<file path="config.mk">
export PLATFORM = sky130hd
export DESIGN_NAME = cache_ctrl_wb
export DESIGN_NICKNAME = d
export VERILOG_FILES = /design/src/rtl/cache_pkg.sv /design/src/rtl/cache_ctrl_wb_line_word.sv /design/src/rtl/cache_ctrl_wb.sv
export SDC_FILE = /design/constraint.sdc
export NUM_CORES = 1
export LEC_CHECK = 0
export ABC_AREA = 1
export BUFFER_PORTS_ARGS = -buffer_cell sky130_fd_sc_hd__buf_2
export CAP_MARGIN = 20
export CELL_PAD_IN_SITES_DETAIL_PLACEMENT = 0
export CELL_PAD_IN_SITES_GLOBAL_PLACEMENT = 1
export CORE_AREA = 2 2 215 217
export CTS_BUF_LIST = sky130_fd_sc_hd__clkbuf_8
export CTS_CLUSTER_SIZE = 25
export DETAILED_ROUTE_END_ITERATION = 12
export DIE_AREA = 0 0 217 219
export PLACE_DENSITY = 0.74
export RECOVER_POWER = 100
export SYNTH_ARGS = -nofsm -noshare
export SYNTH_HDL_FRONTEND = slang
export SYNTH_SLANG_ARGS = --single-unit
</file>
<file path="constraint.sdc">
create_clock -name clk -period 3.05 [get_ports clk]
set_input_delay 0.61 -clock clk [delete_from_list [all_inputs] [get_ports clk]]
set_output_delay 0.61 -clock clk [all_outputs]
set_load 0.01 [all_outputs]
</file>
<file path="src/rtl/cache_pkg.sv">
// Shared types, arbitration codes and width helpers for the write-back cache controller.
package cache_pkg;

  typedef enum logic [1:0] {
    IDLE    = 2'd0,
    I_FILL  = 2'd1,
    D_EVICT = 2'd2,
    D_FILL  = 2'd3
  } state_t;

  localparam int ARB_DFIRST = 0;
  localparam int ARB_IFIRST = 1;
  localparam int ARB_RR     = 2;

  // Derived widths for the default configuration (16-bit words, 4-word lines, 6 index bits)
  localparam int OFF_W  = 2;
  localparam int LINE_W = 64;
  localparam int TAG_W  = 8;

  function automatic int off_w(input int line_words);
    return $clog2(line_words);
  endfunction

  function automatic int line_w(input int word_w, input int line_words);
    return word_w * line_words;
  endfunction

  function automatic int tag_w(input int addr_w, input int idx_w, input int line_words);
    return addr_w - idx_w - $clog2(line_words);
  endfunction

endpackage

</file>
<file path="src/rtl/cache_ctrl_wb_line_word.sv">
// Word select and single-word merge on a cache line.
module line_word #(
  parameter  int WORD_W     = 16,
  parameter  int LINE_WORDS = 4,
  localparam int OFF_W      = $clog2(LINE_WORDS),
  localparam int LINE_W     = WORD_W * LINE_WORDS
) (
  input  logic [LINE_W-1:0] line,
  input  logic [OFF_W-1:0]  offset,
  input  logic [WORD_W-1:0] wdata,
  output logic [WORD_W-1:0] word,
  output logic [LINE_W-1:0] merged
);

  // Extract the addressed word and build the line with that word replaced
  always_comb begin
    word   = line[offset*WORD_W +: WORD_W];
    merged = line;
    merged[offset*WORD_W +: WORD_W] = wdata;
  end

endmodule

</file>
<file path="src/rtl/cache_ctrl_wb.sv">
// Write-back split I/D cache controller in front of a single-ported unified memory.
module cache_ctrl_wb #(
  parameter  int ADDR_W     = 16,
  parameter  int WORD_W     = 16,
  parameter  int LINE_WORDS = 4,
  parameter  int IDX_W      = 6,
  parameter  int ARB        = 0,
  parameter  int CNT_W      = 16,
  localparam int OFF_W      = cache_pkg::off_w(LINE_WORDS),
  localparam int LINE_W     = cache_pkg::line_w(WORD_W, LINE_WORDS),
  localparam int TAG_W      = cache_pkg::tag_w(ADDR_W, IDX_W, LINE_WORDS)
) (
  input  logic                    clk,
  input  logic                    rst,
  input  logic                    i_req,
  input  logic [ADDR_W-1:0]       i_addr,
  output logic [WORD_W-1:0]       instr,
  output logic                    i_rdy,
  input  logic                    d_rd,
  input  logic                    d_wr,
  input  logic [ADDR_W-1:0]       d_addr,
  input  logic [WORD_W-1:0]       d_wdata,
  output logic [WORD_W-1:0]       d_rdata,
  output logic                    d_rdy,
  input  logic                    ic_hit,
  input  logic [LINE_W-1:0]       ic_line,
  output logic                    ic_we,
  output logic [LINE_W-1:0]       ic_wline,
  input  logic                    dc_hit,
  input  logic                    dc_dirty,
  input  logic [TAG_W-1:0]        dc_tag,
  input  logic [LINE_W-1:0]       dc_line,
  output logic                    dc_we,
  output logic                    dc_wdirty,
  output logic [LINE_W-1:0]       dc_wline,
  output logic [ADDR_W-OFF_W-1:0] mem_addr,
  output logic                    mem_re,
  output logic                    mem_we,
  output logic [LINE_W-1:0]       mem_wline,
  input  logic [LINE_W-1:0]       mem_rline,
  input  logic                    mem_rdy,
  output logic [CNT_W-1:0]        i_miss_cnt,
  output logic [CNT_W-1:0]        d_miss_cnt,
  output logic [CNT_W-1:0]        wb_cnt
);
  import cache_pkg::*;

  state_t state;
  logic   last_d;

  logic              i_miss, d_req, d_miss, pick_d, pick_i;
  logic [LINE_W-1:0] i_src, d_src, i_merged, d_merged;
  logic [WORD_W-1:0] i_word, d_word;

  // Fills present the incoming memory line; otherwise the resident cache line is used
  always_comb begin
    i_src = (state == I_FILL) ? mem_rline : ic_line;
    d_src = (state == D_FILL) ? mem_rline : dc_line;
  end

  line_word #(.WORD_W(WORD_W), .LINE_WORDS(LINE_WORDS)) u_i_word (
    .line   (i_src),
    .offset (i_addr[OFF_W-1:0]),
    .wdata  ('0),
    .word   (i_word),
    .merged (i_merged)
  );

  line_word #(.WORD_W(WORD_W), .LINE_WORDS(LINE_WORDS)) u_d_word (
    .line   (d_src),
    .offset (d_addr[OFF_W-1:0]),
    .wdata  (d_wdata),
    .word   (d_word),
    .merged (d_merged)
  );

  // Miss arbitration: last_d remembers which port the previous miss served
  always_comb begin
    i_miss = i_req & ~ic_hit;
    d_req  = d_rd | d_wr;
    d_miss = d_req & ~dc_hit;
    if (!i_miss)                pick_d = d_miss;
    else if (!d_miss)           pick_d = 1'b0;
    else if (ARB == ARB_IFIRST) pick_d = 1'b0;
    else if (ARB == ARB_RR)     pick_d = ~last_d;
    else                        pick_d = 1'b1;
    pick_i = i_miss & ~pick_d;
  end

  // Zero-wait hit paths and fill completion strobes
  always_comb begin
    instr     = i_word;
    d_rdata   = d_word;
    ic_wline  = mem_rline;
    i_rdy     = 1'b0;
    d_rdy     = 1'b0;
    ic_we     = 1'b0;
    dc_we     = 1'b0;
    dc_wdirty = 1'b0;
    dc_wline  = d_merged;
    unique case (state)
      IDLE: begin
        i_rdy     = ~i_req | ic_hit;
        d_rdy     = ~d_req | dc_hit;
        dc_we     = d_wr & dc_hit;
        dc_wdirty = 1'b1;
      end
      I_FILL: begin
        i_rdy = mem_rdy;
        ic_we = mem_rdy;
      end
      D_FILL: begin
        d_rdy     = mem_rdy;
        dc_we     = mem_rdy;
        dc_wdirty = d_wr;
        dc_wline  = d_wr ? d_merged : mem_rline;
      end
      default: ;
    endcase
  end

  // Controller FSM with registered memory strobes, address, writeback line and counters
  always_ff @(posedge clk) begin
    if (rst) begin
      state      <= IDLE;
      last_d     <= 1'b0;
      mem_re     <= 1'b0;
      mem_we     <= 1'b0;
      mem_addr   <= '0;
      mem_wline  <= '0;
      i_miss_cnt <= '0;
      d_miss_cnt <= '0;
      wb_cnt     <= '0;
    end else begin
      unique case (state)
        IDLE: begin
          if (pick_i) begin
            mem_re   <= 1'b1;
            mem_addr <= i_addr[ADDR_W-1:OFF_W];
            last_d   <= 1'b0;
            state    <= I_FILL;
            if (~&i_miss_cnt) i_miss_cnt <= i_miss_cnt + CNT_W'(1);
          end else if (pick_d) begin
            last_d <= 1'b1;
            if (~&d_miss_cnt) d_miss_cnt <= d_miss_cnt + CNT_W'(1);
            if (dc_dirty) begin
              mem_we    <= 1'b1;
              mem_addr  <= {dc_tag, d_addr[OFF_W+IDX_W-1:OFF_W]};
              mem_wline <= dc_line;
              state     <= D_EVICT;
              if (~&wb_cnt) wb_cnt <= wb_cnt + CNT_W'(1);
            end else begin
              mem_re   <= 1'b1;
              mem_addr <= d_addr[ADDR_W-1:OFF_W];
              state    <= D_FILL;
            end
          end
        end
        I_FILL: begin
          if (mem_rdy) begin
            mem_re <= 1'b0;
            state  <= IDLE;
          end
        end
        D_EVICT: begin
          if (mem_rdy) begin
            mem_we   <= 1'b0;
            mem_re   <= 1'b1;
            mem_addr <= d_addr[ADDR_W-1:OFF_W];
            state    <= D_FILL;
          end
        end
        D_FILL: begin
          if (mem_rdy) begin
            mem_re <= 1'b0;
            state  <= IDLE;
          end
        end
        default: state <= IDLE;
      endcase
    end
  end

endmodule

</file>
==> out/results.tsv <==
metric	value	unit
die_x	217	µm
port_buffers	549	
gp_routability_congestion	0.977	
synth_cells	1865	
synthFlopType	dfxtp_1	
drt_wl_total	63.7	mm
antenna_found_initial	8	
crit_path_start_kind	flip-flop	
fill_cells	5326	
synthesis.area	10700	µm²
nNetsFinal	2590	
ys_ff_latch	130	
worst_slew_pin_slew	1.00	ns
drtAntennaViolNets	0	
grt_max_degree	82	
synthArstFlopShare	0	%
synth-edff-count	0	
outcome	complete, no violations	
p_comb_share	56.2	%
viasPerCell	4.90	
synthDistinctLibCells	36	
dr.pass1.iters	6	
setup.worst_path.start	state[0]	
clock_latency	0.51	ns
synth_area_leaders	dfxtp_1 24%, nand2_1 12%, nor2_1 12%	
area_delta_synth_final	31.8	%
setup_viol	0	
overflow	0	
p_int	4.39	mW
r2r_start	i_miss_cnt[0]	
yosysTopAreaCellShare	24.3	%
hold_buffers	0	
hold_class	in2reg	
finalCritPeriodShare	98.0	%
worstPathCellList	ha_4, buf_12, buf_4, nand2_1, o21ai_1, o21ai_0, o21a_1, buf_2	
regToRegSetupSlack	0.37	ns
dieArea	47500	µm²
rr_worst_depth	10	
critical-path-max-stage-delay	0.39	ns
grt_pass1_vias	13091	
power.share.clock	18.4	%
avgSynthCellArea	5.75	µm²
critPathKind	reg2out	
clk_pin_slew_worst_paths	0.09	ns
drv_slew	0	
fin_skew	0.0160	ns
detail_route.wl_per_cell	21.7	µm
clock_sink_count	130	
htree_levels	4	
setup.worst_path.end	d_rdata[2]	
switching_share	48.4	%
rr_endpoint	i_miss_cnt[14]	
cap_violations	0	
cp.arrival	2.38	ns
powerDensity	602	nW/µm²
core-area	45100	µm²
drtIter0Drc	1247	
syn-num-nets	2135	
ir_drop	0.000297	V
row_count	78	
synth_largest_area_cell	dfxtp_1	
root_buffer	clkbuf_8	
start_util	23.8	%
p_leak	6.64	nW
max_freq	334	MHz
pin_count	550	
vias	14370	
synthTopCellsByCount	340 x nand2_1, 333 x nor2_1, 232 x o21ai_0	
fin_crit	2.99	ns
cts_buffers	17	
ys_warn_count	0	
grt_pass1_wl	88.9	mm
power_frac_seq	25.4	%
die_h	219	µm
drive_above_1_share	21.6	%
yosysMostFrequentCell	nand2_1	
cp_max_fo	14	
grt_usage	25.7	%
yosysSeqAreaShare	24.3	%
crit_slowest_cell	o21ai_0	
rsz0062_at_grt	yes	
switchingPower	4.11	mW
cp.required	2.44	ns
cp-end-kind	primary output	
route.detailed.drc	0	
slew-limit-headroom	33.0	%
final_cell_area	14100	µm²
dpl_cell_area	13800	µm²
timing.final.hold_violations	0	
finalSetupTns	0	ns
clk_path_buf_depth	2	
dp_hpwl	52.3	mm
cts_tree	done	
## worst min-delay path by stage
| stage | end | from | slack [ns] | cells after the start |
|---|---|---|---|---|
| after floorplan | mem_we | mem_we | 0.48 | 2 |
| after global placement | mem_wline[18] | mem_wline[18] | 0.49 | 2 |
| after detailed placement | wb_cnt[15] | wb_cnt[15] | 0.49 | 2 |
| after CTS | mem_wline[35] | dc_line[35] | 0.29 | 3 |
| after global routing | mem_wline[36] | dc_line[36] | 0.33 | 3 |
| final | mem_wline[36] | dc_line[36] | 0.35 | 3 |
## power by group through the flow
stage	Combinational (mW)	Sequential, mW	Clock, mW
2_1_floorplan	2.59	2.28	0
3_3_place_gp	4.71	2.17	0
3_5_place_dp	4.71	2.18	0
4_1_cts	4.78	2.15	1.63
5_1_grt	5.19	2.19	1.68
6_report	4.78	2.16	1.56
## cell usage in the layout (no fill, tap or decap), types with 23 or more instances in the layout
cell type and count:
clkbuf_1 193, buf_4 52, o21ai_0 220, clkbuf_8 23, a21oi_1 86, buf_2 357
dfxtp_1 128, nor3_1 25, nand3_1 98, o22ai_1 52, inv_1 228, nor2_1 328
nand2_1 342
## worst max-delay path: cells and delay by family (launching register included)
kind                     cells  cell delay [ns]
AO/OA/AOI/OAI                3             0.73
adder cells (fa/ha/maj)      1             0.20
buffers and inverters        3             0.45
flip-flops                   1             0.37
AND/OR/NAND/NOR              1             0.11
## per-stage QoR
stage	std cells	power [mW]	util, %	hold WS [ns]	worst slack, ns
global placement	2897	6.88	30.7	0.488	0.0472
CTS	2930	8.56	31.7	0.291	-0.0662
floorplan	1865	4.86	-	0.483	0.107
global route	2930	9.06	31.3	0.329	-0.0339
detailed placement	2897	6.89	30.7	0.493	0.0369
finish	2932	8.50	31.4	0.354	0.0595
## kinds of logic (layout without fill, tap and decap cells)
kind of cell    count (synthesis)  count (layout)  synth area share (%)
simple gates                  830             830                  31.6
compound gates                460             460                  23.7
buf+inv                       418             883                  17.7
flops                         130             130                  24.3
fa+ha+maj                      13              13                  1.52
xor+xnor                        7               7                 0.572
mux                             7               7                 0.653
other cells                     0               2                     0
## routing by layer
metal | share of wire (%) | GRT usage [%] | vias up
met3 | 8.0 | 5.56 | 63
li1 | - | - | 6887
met2 | 44 | 39.5 | 644
met1 | 46 | 36.1 | 6766
met5 | 0.11 | 0 | -
met4 | 2.0 | 7.17 | 10
## cell type report
type                            instances  area (µm²)  share of cell area (%)
Antenna cell                            2        5.00                  0.0354
Clock buffer                           23         317                    2.24
Clock inverter                          6        80.1                   0.566
Inverter                              237         896                    6.34
Multi-Input combinational cell       1317        6330                    44.7
Sequential cell                       130        2610                    18.4
Tap cell                              600         751                    5.31
Timing Repair Buffer                  617        3160                    22.3
## registers in the layout (all words and copies together) (netlist names)
name	count
d_miss_cnt	16
i_miss_cnt	16
mem_addr	14
mem_re	1
mem_we	1
mem_wline	64
state	2
wb_cnt	16
## timing repair
action                                  CTS  global route
resized for setup                        24            31
cloned                                    0             0
pin swaps                                 2             0
buffers inserted                          4             0
endpoints found under the setup margin   90            44
(Power assumes the default switching activity.)
